==> src/rtl/clk_div_pkg.sv <==
// Shared types and helpers for the programmable clock divider.
// Holds the FSM state encoding, the minimum legal divisor and the clamp helper.
package clk_div_pkg;

  typedef enum logic [1:0] {
    ST_IDLE = 2'd0,
    ST_RUN  = 2'd1,
    ST_STOP = 2'd2
  } clk_div_state_t;

  localparam int DIV_MIN = 2;

  // Operates on a 32-bit value so it serves any counter width up to 32 bits.
  function automatic logic [31:0] div_clamp(input logic [31:0] div);
    return (div < 32'(DIV_MIN)) ? 32'(DIV_MIN) : div;
  endfunction

endpackage

==> src/rtl/prog_clk_div.sv <==
// Runtime-programmable divided clock / clock-enable generator with glitch-free divisor updates.
// Define CLKDIV_TICK_EN to add the o_tick port (one pulse in the last cycle of each period).
module prog_clk_div
  import clk_div_pkg::*;
#(
  parameter int CNT_W   = 16,
  parameter int DEF_DIV = 4
) (
  input  logic             i_clk,
  input  logic             i_rst_n,
  input  logic             i_en,
  input  logic [CNT_W-1:0] i_div,
  input  logic             i_div_vld,
  output logic             o_div_rdy,
  output logic             o_gen_clk,
  output logic             o_busy
`ifdef CLKDIV_TICK_EN
  ,
  output logic             o_tick
`endif
);

  clk_div_state_t   state_reg, state_next;
  logic [CNT_W-1:0] cnt_reg, cnt_next;
  logic [CNT_W-1:0] div_reg, div_next;
  logic [CNT_W-1:0] pend_reg, pend_next;
  logic             pend_vld_reg, pend_vld_next;
  logic             gen_clk_reg, gen_clk_next;
`ifdef CLKDIV_TICK_EN
  logic             tick_reg, tick_next;
`endif

  logic             boundary;
  logic             accept;
  logic [CNT_W-1:0] div_clamped;
  logic [CNT_W-1:0] low_next;

  assign div_clamped = CNT_W'(div_clamp(32'(i_div)));
  assign accept      = i_div_vld && !pend_vld_reg;
  assign boundary    = (state_reg != ST_IDLE) && (cnt_reg == div_reg - CNT_W'(1));

  always_comb begin
    state_next    = state_reg;
    cnt_next      = cnt_reg;
    div_next      = div_reg;
    pend_next     = pend_reg;
    pend_vld_next = pend_vld_reg;

    case (state_reg)
      ST_IDLE: begin
        cnt_next = '0;
        if (i_en) state_next = ST_RUN;
      end
      ST_RUN: begin
        cnt_next = boundary ? '0 : cnt_reg + CNT_W'(1);
        // Disable seen in the last cycle of a period ends the run right here.
        if (!i_en) state_next = boundary ? ST_IDLE : ST_STOP;
      end
      ST_STOP: begin
        cnt_next = boundary ? '0 : cnt_reg + CNT_W'(1);
        if (i_en) state_next = ST_RUN;
        else if (boundary) state_next = ST_IDLE;
      end
      default: begin
        state_next = ST_IDLE;
        cnt_next   = '0;
      end
    endcase

    if (state_next == ST_IDLE) cnt_next = '0;

    // Apply and accept are mutually exclusive because accept needs pend_vld_reg low.
    if (boundary && pend_vld_reg) begin
      div_next      = pend_reg;
      pend_vld_next = 1'b0;
    end

    if (accept) begin
      if (state_reg == ST_IDLE) begin
        div_next = div_clamped;
      end else begin
        pend_next     = div_clamped;
        pend_vld_next = 1'b1;
      end
    end

    // Output flop is fed from next-cycle count and divisor so it stays aligned with cnt.
    low_next     = div_next - (div_next >> 1);
    gen_clk_next = (state_next != ST_IDLE) && (cnt_next >= low_next);
`ifdef CLKDIV_TICK_EN
    tick_next    = (state_next != ST_IDLE) && (cnt_next == div_next - CNT_W'(1));
`endif
  end

  always_ff @(posedge i_clk) begin
    if (!i_rst_n) begin
      state_reg    <= ST_IDLE;
      cnt_reg      <= '0;
      div_reg      <= CNT_W'(DEF_DIV);
      pend_reg     <= '0;
      pend_vld_reg <= 1'b0;
      gen_clk_reg  <= 1'b0;
`ifdef CLKDIV_TICK_EN
      tick_reg     <= 1'b0;
`endif
    end else begin
      state_reg    <= state_next;
      cnt_reg      <= cnt_next;
      div_reg      <= div_next;
      pend_reg     <= pend_next;
      pend_vld_reg <= pend_vld_next;
      gen_clk_reg  <= gen_clk_next;
`ifdef CLKDIV_TICK_EN
      tick_reg     <= tick_next;
`endif
    end
  end

  assign o_div_rdy = !pend_vld_reg;
  assign o_gen_clk = gen_clk_reg;
  assign o_busy    = (state_reg != ST_IDLE);
`ifdef CLKDIV_TICK_EN
  assign o_tick    = tick_reg;
`endif

endmodule

==> config.mk <==
export PLATFORM = sky130hd
export DESIGN_NAME = prog_clk_div
export DESIGN_NICKNAME = d
export VERILOG_FILES = /design/src/rtl/clk_div_pkg.sv /design/src/rtl/prog_clk_div.sv
export SDC_FILE = /design/constraint.sdc
export NUM_CORES = 1
export LEC_CHECK = 0
export CORE_AREA = 2 2 104 106
export CTS_BUF_LIST = sky130_fd_sc_hd__clkbuf_16
export DETAILED_ROUTE_END_ITERATION = 6
export DIE_AREA = 0 0 106 108
export PLACE_DENSITY = 0.61
export SLEW_MARGIN = 20
export SYNTH_ARGS = -nofsm -noshare
export SYNTH_HDL_FRONTEND = slang
export SYNTH_SLANG_ARGS = --single-unit
==> constraint.sdc <==
create_clock -name i_clk -period 18.6 [get_ports i_clk]
set_input_delay 4.65 -clock i_clk [delete_from_list [all_inputs] [get_ports i_clk]]
set_output_delay 4.65 -clock i_clk [all_outputs]
set_load 0.005 [all_outputs]
==> results of run 1 <==
-- final timing paths --
kind,cells past startpoint,end,slack (ns)
setup / recovery,17,o_gen_clk,9.34
hold / removal,2,pend_reg[8],0.46
setup reg to reg,23,o_gen_clk,11.49
hold reg to reg,2,pend_reg[8],0.46
-- logic make-up (layout without fill, tap and decap cells) --
logic type	Yosys count	count (layout)	synth area share (%)
and+or+nand+nor	190	190	22.56
AOI/OAI and AO/OA	131	131	21.18
DFF	52	52	25.65
xor gates and xnor gates	48	48	10.36
adders and majority gates	38	38	11.90
buffers and inverters	36	46	3.791
muxes	17	17	4.562
-- cell type report --
class / instances / area (um2)
Clock buffer: 5 / 125.1
Clock inverter: 3 / 42.54
Fill cell: 1048 / 5695
Inverter: 16 / 60.06
Multi-Input combinational cell: 424 / 2877
Sequential cell: 52 / 1041
Tap cell: 136 / 170.2
Timing Repair Buffer: 22 / 220.2
-- synthesized netlist by cell type, types with 4 or more instances --
cell | instances | area (um2)
or3_1 | 5 | 31.28
clkbuf_1 | 17 | 63.81
ha_1 | 37 | 462.9
nand4_1 | 4 | 25.02
and2_1 | 4 | 25.02
a21o_1 | 23 | 172.7
and3_1 | 6 | 37.54
nand2_1 | 42 | 157.7
a211oi_1 | 20 | 150.1
mux2i_1 | 13 | 130.1
o21ai_0 | 11 | 55.05
nor3_1 | 13 | 65.06
nor2_1 | 71 | 266.5
inv_1 | 15 | 56.30
dfxtp_1 | 52 | 1041
xor2_1 | 25 | 219.0
nor4_1 | 12 | 75.07
nand2b_1 | 7 | 43.79
a21oi_1 | 48 | 240.2
xnor2_1 | 23 | 201.4
mux2i_2 | 4 | 55.05
a31oi_1 | 4 | 25.02
nand3_1 | 14 | 70.07
-- per-layer routing --
layer | wire (um) | part of all wire, %
met1 | 5257 | 51
met2 | 4515 | 44
met3 | 334 | 3.3
met4 | 163 | 1.6
met5 | 0 | 0
-- through the flow --
| step | hold slack [ns] | std cells |
|---|---|---|
| 6_report | 0.4570 | 658 |
| 5_1_grt | 0.4794 | 658 |
| 4_1_cts | 0.4576 | 658 |
| 3_5_place_dp | 0.4480 | 650 |
| 3_3_place_gp | 0.4459 | 650 |
| 2_1_floorplan | 0.4357 | 512 |
-- power by group --
group | internal (mW) | total [mW] | switching (mW)
Clock | 0.0634 | 0.107 | 0.0432
Combinational | 0.0802 | 0.185 | 0.105
Sequential | 0.118 | 0.129 | 0.0105
-- worst max-delay path, delay by kind of cell --
kind / cells / cell delay [ns]
compound gates: 11 / 2.59
simple gates: 2 / 0.90
buf+inv: 1 / 0.55
fa+ha+maj: 2 / 0.52
xor+xnor: 1 / 0.18
==> flow_metrics.tcl, run 1 <==
set metrics [dict create \
    core_um2 10230 \
    drc 0 \
    hpwl_um 7996 \
    status "finished, final reports clean" \
    arrival_ns 9.40 \
    die_w_um 106 \
    drive_above_1_share_pct 4.023 \
    ys_seq_elements 52 \
    grt_max_degree 62 \
    finalCritPeriodShare_pct 49.80 \
    vias_per_cell 5.421 \
    h-tree-depth 2 \
    grt_usage_pct 18.37 \
    layout_commonest_cell "nor2_1" \
    worstPathCellList "clkdlybuf4s50_1 -> nand3_4 -> nor2_1 -> a21o_1 -> ha_1 -> o21ai_0 -> a21oi_1 -> o41a_1 -> a2111oi_0 -> a21oi_1 -> a31oi_1 -> xor2_1 -> ha_1 -> a21o_1 -> a21o_1 -> a211oi_1 -> a211oi_1" \
    io_buffer_count 22 \
    dieHeight_um 108 \
    endpoint_kind "flop" \
    fp-row-count 37 \
    hp-start "pend_reg[8]" \
    synth_nets 570 \
    cts_setup_buffers 0 \
    diodes 0 \
    cts-hold-fix-buffers 0 \
    rsz0062_at_grt "no" \
    cap_violations 0 \
    cts_buffers 5 \
    path_max_fanout 61 \
    tightest_slew_ns 1.059 \
    cts_tree "built" \
    grt_overflow 0 \
    synth_cell_types 51 \
    cpPeakStageDelay_ns 0.70 \
    path_clk_slew_ns 0.07 \
    ys_async_sr_fraction_pct 0 \
    first_pass_iters 5 \
    synth_seq_area_share_pct 25.65 \
    crit_start "i_div_vld" \
    synthCells 512 \
    cp_slowest_cell "a2111oi_0" \
    p_total_mw 0.4208 \
    syn2layout_area_growth_pct 11.74 \
    antenna_found_initial 0 \
    fin_crit_ns 9.262 \
    wl_per_cell_um 15.61 \
    finish.utilization_pct 44.33 \
    finalInstanceArea_um2 4536 \
    setup_violations 0 \
    drt_iter0_drc 160 \
    cp.required_ns 18.74 \
    drt_wl_total_um 10270 \
    grt_pass1_vias 3374 \
    root_buffer "clkbuf_16" \
    maxClockFrequency_ghz 0.1080 \
    place_ws_ns 8.659 \
    cpMostUsedCell "a21o_1" \
    use_met3_pct 2.411 \
    clk_latency_ns 0.29 \
    slew_headroom_pct 28.99 \
    hold_viol 0 \
    worst_slack_ns 9.338 \
    peakVddDrop_mv 0.04301 \
    synth_warnings 0 \
    skew_ns 0.009831 \
    dieArea_um2 11450 \
    tns_ns 0 \
    drv_slew 0 \
    powerDensity_nw_per_um2 92.78 \
    start_util_pct 39.67 \
    worstSetupPathType "input pin to flop" \
    synth_area_um2 4059 \
    p_leak_nw 1.855 \
    synth_flop_cell "dfxtp_1" \
    vias 3567 \
    grt_first_pass_wirelength_um 16720 \
    fin_nets 579 \
    layout_common_cells "71 x nor2_1, 52 x dfxtp_1, 48 x a21oi_1" \
    ant_nets 0 \
    clockBufferDepth 2 \
    critPathLaunchType "input pin" \
    r2r-start "div_reg[0]" \
    cts_resized 0 \
    place_area_um2 4360 \
    worstHoldPathType "flop to flop" \
    grtUsageMet1_pct 26.17 \
    cts.sinks 52 \
    use_met2_pct 29.03 \
    synth_edf_count 0 \
    busiest_layer "met2" \
    synth.avg_cell_area_um2 7.928 \
    ios 23 \
    place.gp.congestion 0.8676 \
]
Note: power is estimated with default switching activity, not from simulation.
==> run 2, diff against run 1 <==
clock period = 9.6 ns   (was 18.6 ns; I/O delays follow)
==> run 2 against run 1 <==
Net effect:
- non-clock buffer count unchanged
- die area did not move
- count of clock-buffer cells in the layout is the same
- first-iteration DRC count down 33%
- design area is 0.52% lower
- via count is 0.25% lower
- critical path depth increased by 6
- utilization fell by 0.23 points
- flip-flop and latch count unchanged
- setup slack got worse by 6.9 ns
- register-to-register slack got worse by 9.0 ns
- routed wire length decreased by 0.26%
- critical path type is now flop to flop
- critical endpoint unchanged
- largest cell class unchanged
- largest power group unchanged
==> flow_metrics.tcl, run 2 (synthesized netlist as in run 1, its figures left out) <==
set metrics [dict create \
    grt_usage_pct 18.48 \
    fin_nets 579 \
    layout_common_cells "71 x nor2_1, 52 x dfxtp_1, 48 x a21oi_1" \
    worstSetupPathType "flop to flop" \
    p_clk_share_pct 23.2 \
    vias 3558 \
    dieArea_um2 11450 \
    peakVddDrop_mv 0.09413 \
    die_w_um 106 \
    path_clk_slew_ns 0.07 \
    instances_no_fill 658 \
    cts-hold-fix-buffers 0 \
    whs_ns 0.4592 \
    syn2layout_area_growth_pct 11.16 \
    grt_pass1_vias 3446 \
    cp.required_ns 9.79 \
    place_inst 650 \
    power_switching_mw 0.3081 \
    fp-row-count 37 \
    core_um2 10230 \
    cts_buffers 5 \
    cts.sinks 52 \
    powerDensity_nw_per_um2 174.9 \
    finalCritPeriodShare_pct 74.51 \
    maxClockFrequency_ghz 0.1398 \
    skew_ns 0.003803 \
    path_max_fanout 16 \
    rsz0062_at_grt "no" \
    first_pass_iters 4 \
    internal_power_mw 0.4811 \
    cts_tree "built" \
    ios 23 \
    setup_violations 0 \
    hold_viol 0 \
    clk_latency_ns 0.29 \
    pwr-share-comb_pct 45.2 \
    drive_above_1_share_pct 4.023 \
    antenna_found_initial 0 \
    place.gp.congestion 0.8675 \
    hpwl_um 7946 \
    h-tree-depth 2 \
    fin_crit_ns 7.153 \
    grt_first_pass_wirelength_um 16930 \
    worstHoldPathType "flop to flop" \
    drt_iter0_drc 107 \
    wl_per_cell_um 15.57 \
    io_buffer_count 22 \
    drt_wl_total_um 10240 \
    critPathLaunchType "flop" \
    status "finished, final reports clean" \
    grt_max_degree 62 \
    endpoint_kind "flop" \
    ant_nets 0 \
    grt_overflow 0 \
    tightest_slew_ns 1.036 \
    layout_commonest_cell "nor2_1" \
    p_leak_nw 1.837 \
    vias_per_cell 5.407 \
    drv_slew 0 \
    arrival_ns 7.34 \
    cts_resized 0 \
    clockBufferDepth 2 \
    seq_power_share_pct 31.6 \
    dieHeight_um 108 \
    diodes 0 \
    tns_ns 0 \
    cap_violations 0 \
    cts_setup_buffers 0 \
    switching_share_pct 39.04 \
    slew_headroom_pct 30.50 \
    drc 0 \
    root_buffer "clkbuf_16" \
    start_util_pct 39.67 \
]
[run 2: cell types whose count changed in the layout (fill, tap and decap cells not counted)]
cell,change
clkinvlp_4,+2
bufinv_16,-1
clkinv_4,-1
[run 2: critical path, cell delays in order, from the launching register on]
cell	delay [ns]
dfxtp_1	0.39
inv_1	0.09
ha_1	0.33
or4b_1	0.63
or3_1	0.40
a2111o_1	0.45
nor4_4	0.25
nor4b_4	0.46
nand2_4	0.31
mux2i_1	0.32
a21oi_1	0.11
ha_1	0.36
o21ai_0	0.17
a21oi_1	0.08
o41a_1	0.34
a2111oi_0	0.69
a21oi_1	0.21
a31oi_1	0.28
o21ai_0	0.15
xnor2_1	0.14
ha_1	0.30
nand4_1	0.14
a211o_1	0.26
a211oi_1	0.19
[run 2: through the flow]
step / utilization [%] / power, mW / cell area, um2 / setup slack, ns
2_1_floorplan: - / 0.5296 / 4059 / 3.369
3_3_place_gp: 42.62 / 0.6009 / 4360 / 2.040
3_5_place_dp: 42.62 / 0.6081 / 4360 / 1.887
4_1_cts: 44.03 / 0.7930 / 4504 / 2.177
5_1_grt: 44.10 / 0.8536 / 4512 / 1.933
6_report: 44.10 / 0.7892 / 4512 / 2.447
[run 2: final cells by class]
cell class,count,area (um2)
clock buffer,5,125.1
clock inverter,3,18.77
fill,1031,5719
inverter,16,60.06
multi-input combinational,424,2877
sequential,52,1041
tap,136,170.2
timing repair buffer,22,220.2
[run 2: metal layers]
metal	share of wire, %	wire, um	GRT usage, %
met5	0	0	0
met4	1.1	108	4.793
met3	4.3	444	2.230
met2	44	4512	30.09
met1	51	5178	26.02
[run 2: final timing paths]
kind | startpoint | end | slack (ns) | cells past startpoint
worst max-delay path | div_reg[0] | o_gen_clk | 2.45 | 23
worst min-delay path | pend_reg[11] | pend_reg[11] | 0.46 | 2
worst max register to register | div_reg[0] | o_gen_clk | 2.45 | 23
worst min register to register | pend_reg[11] | pend_reg[11] | 0.46 | 2
[run 2: power by group through the flow]
stage / clock network (mW) / logic (mW) / registers (mW)
finish: 0.183 / 0.357 / 0.250
global route: 0.193 / 0.409 / 0.252
CTS: 0.187 / 0.357 / 0.249
detailed placement: 0 / 0.354 / 0.254
global placement: 0 / 0.347 / 0.254
floorplan: 0 / 0.283 / 0.246
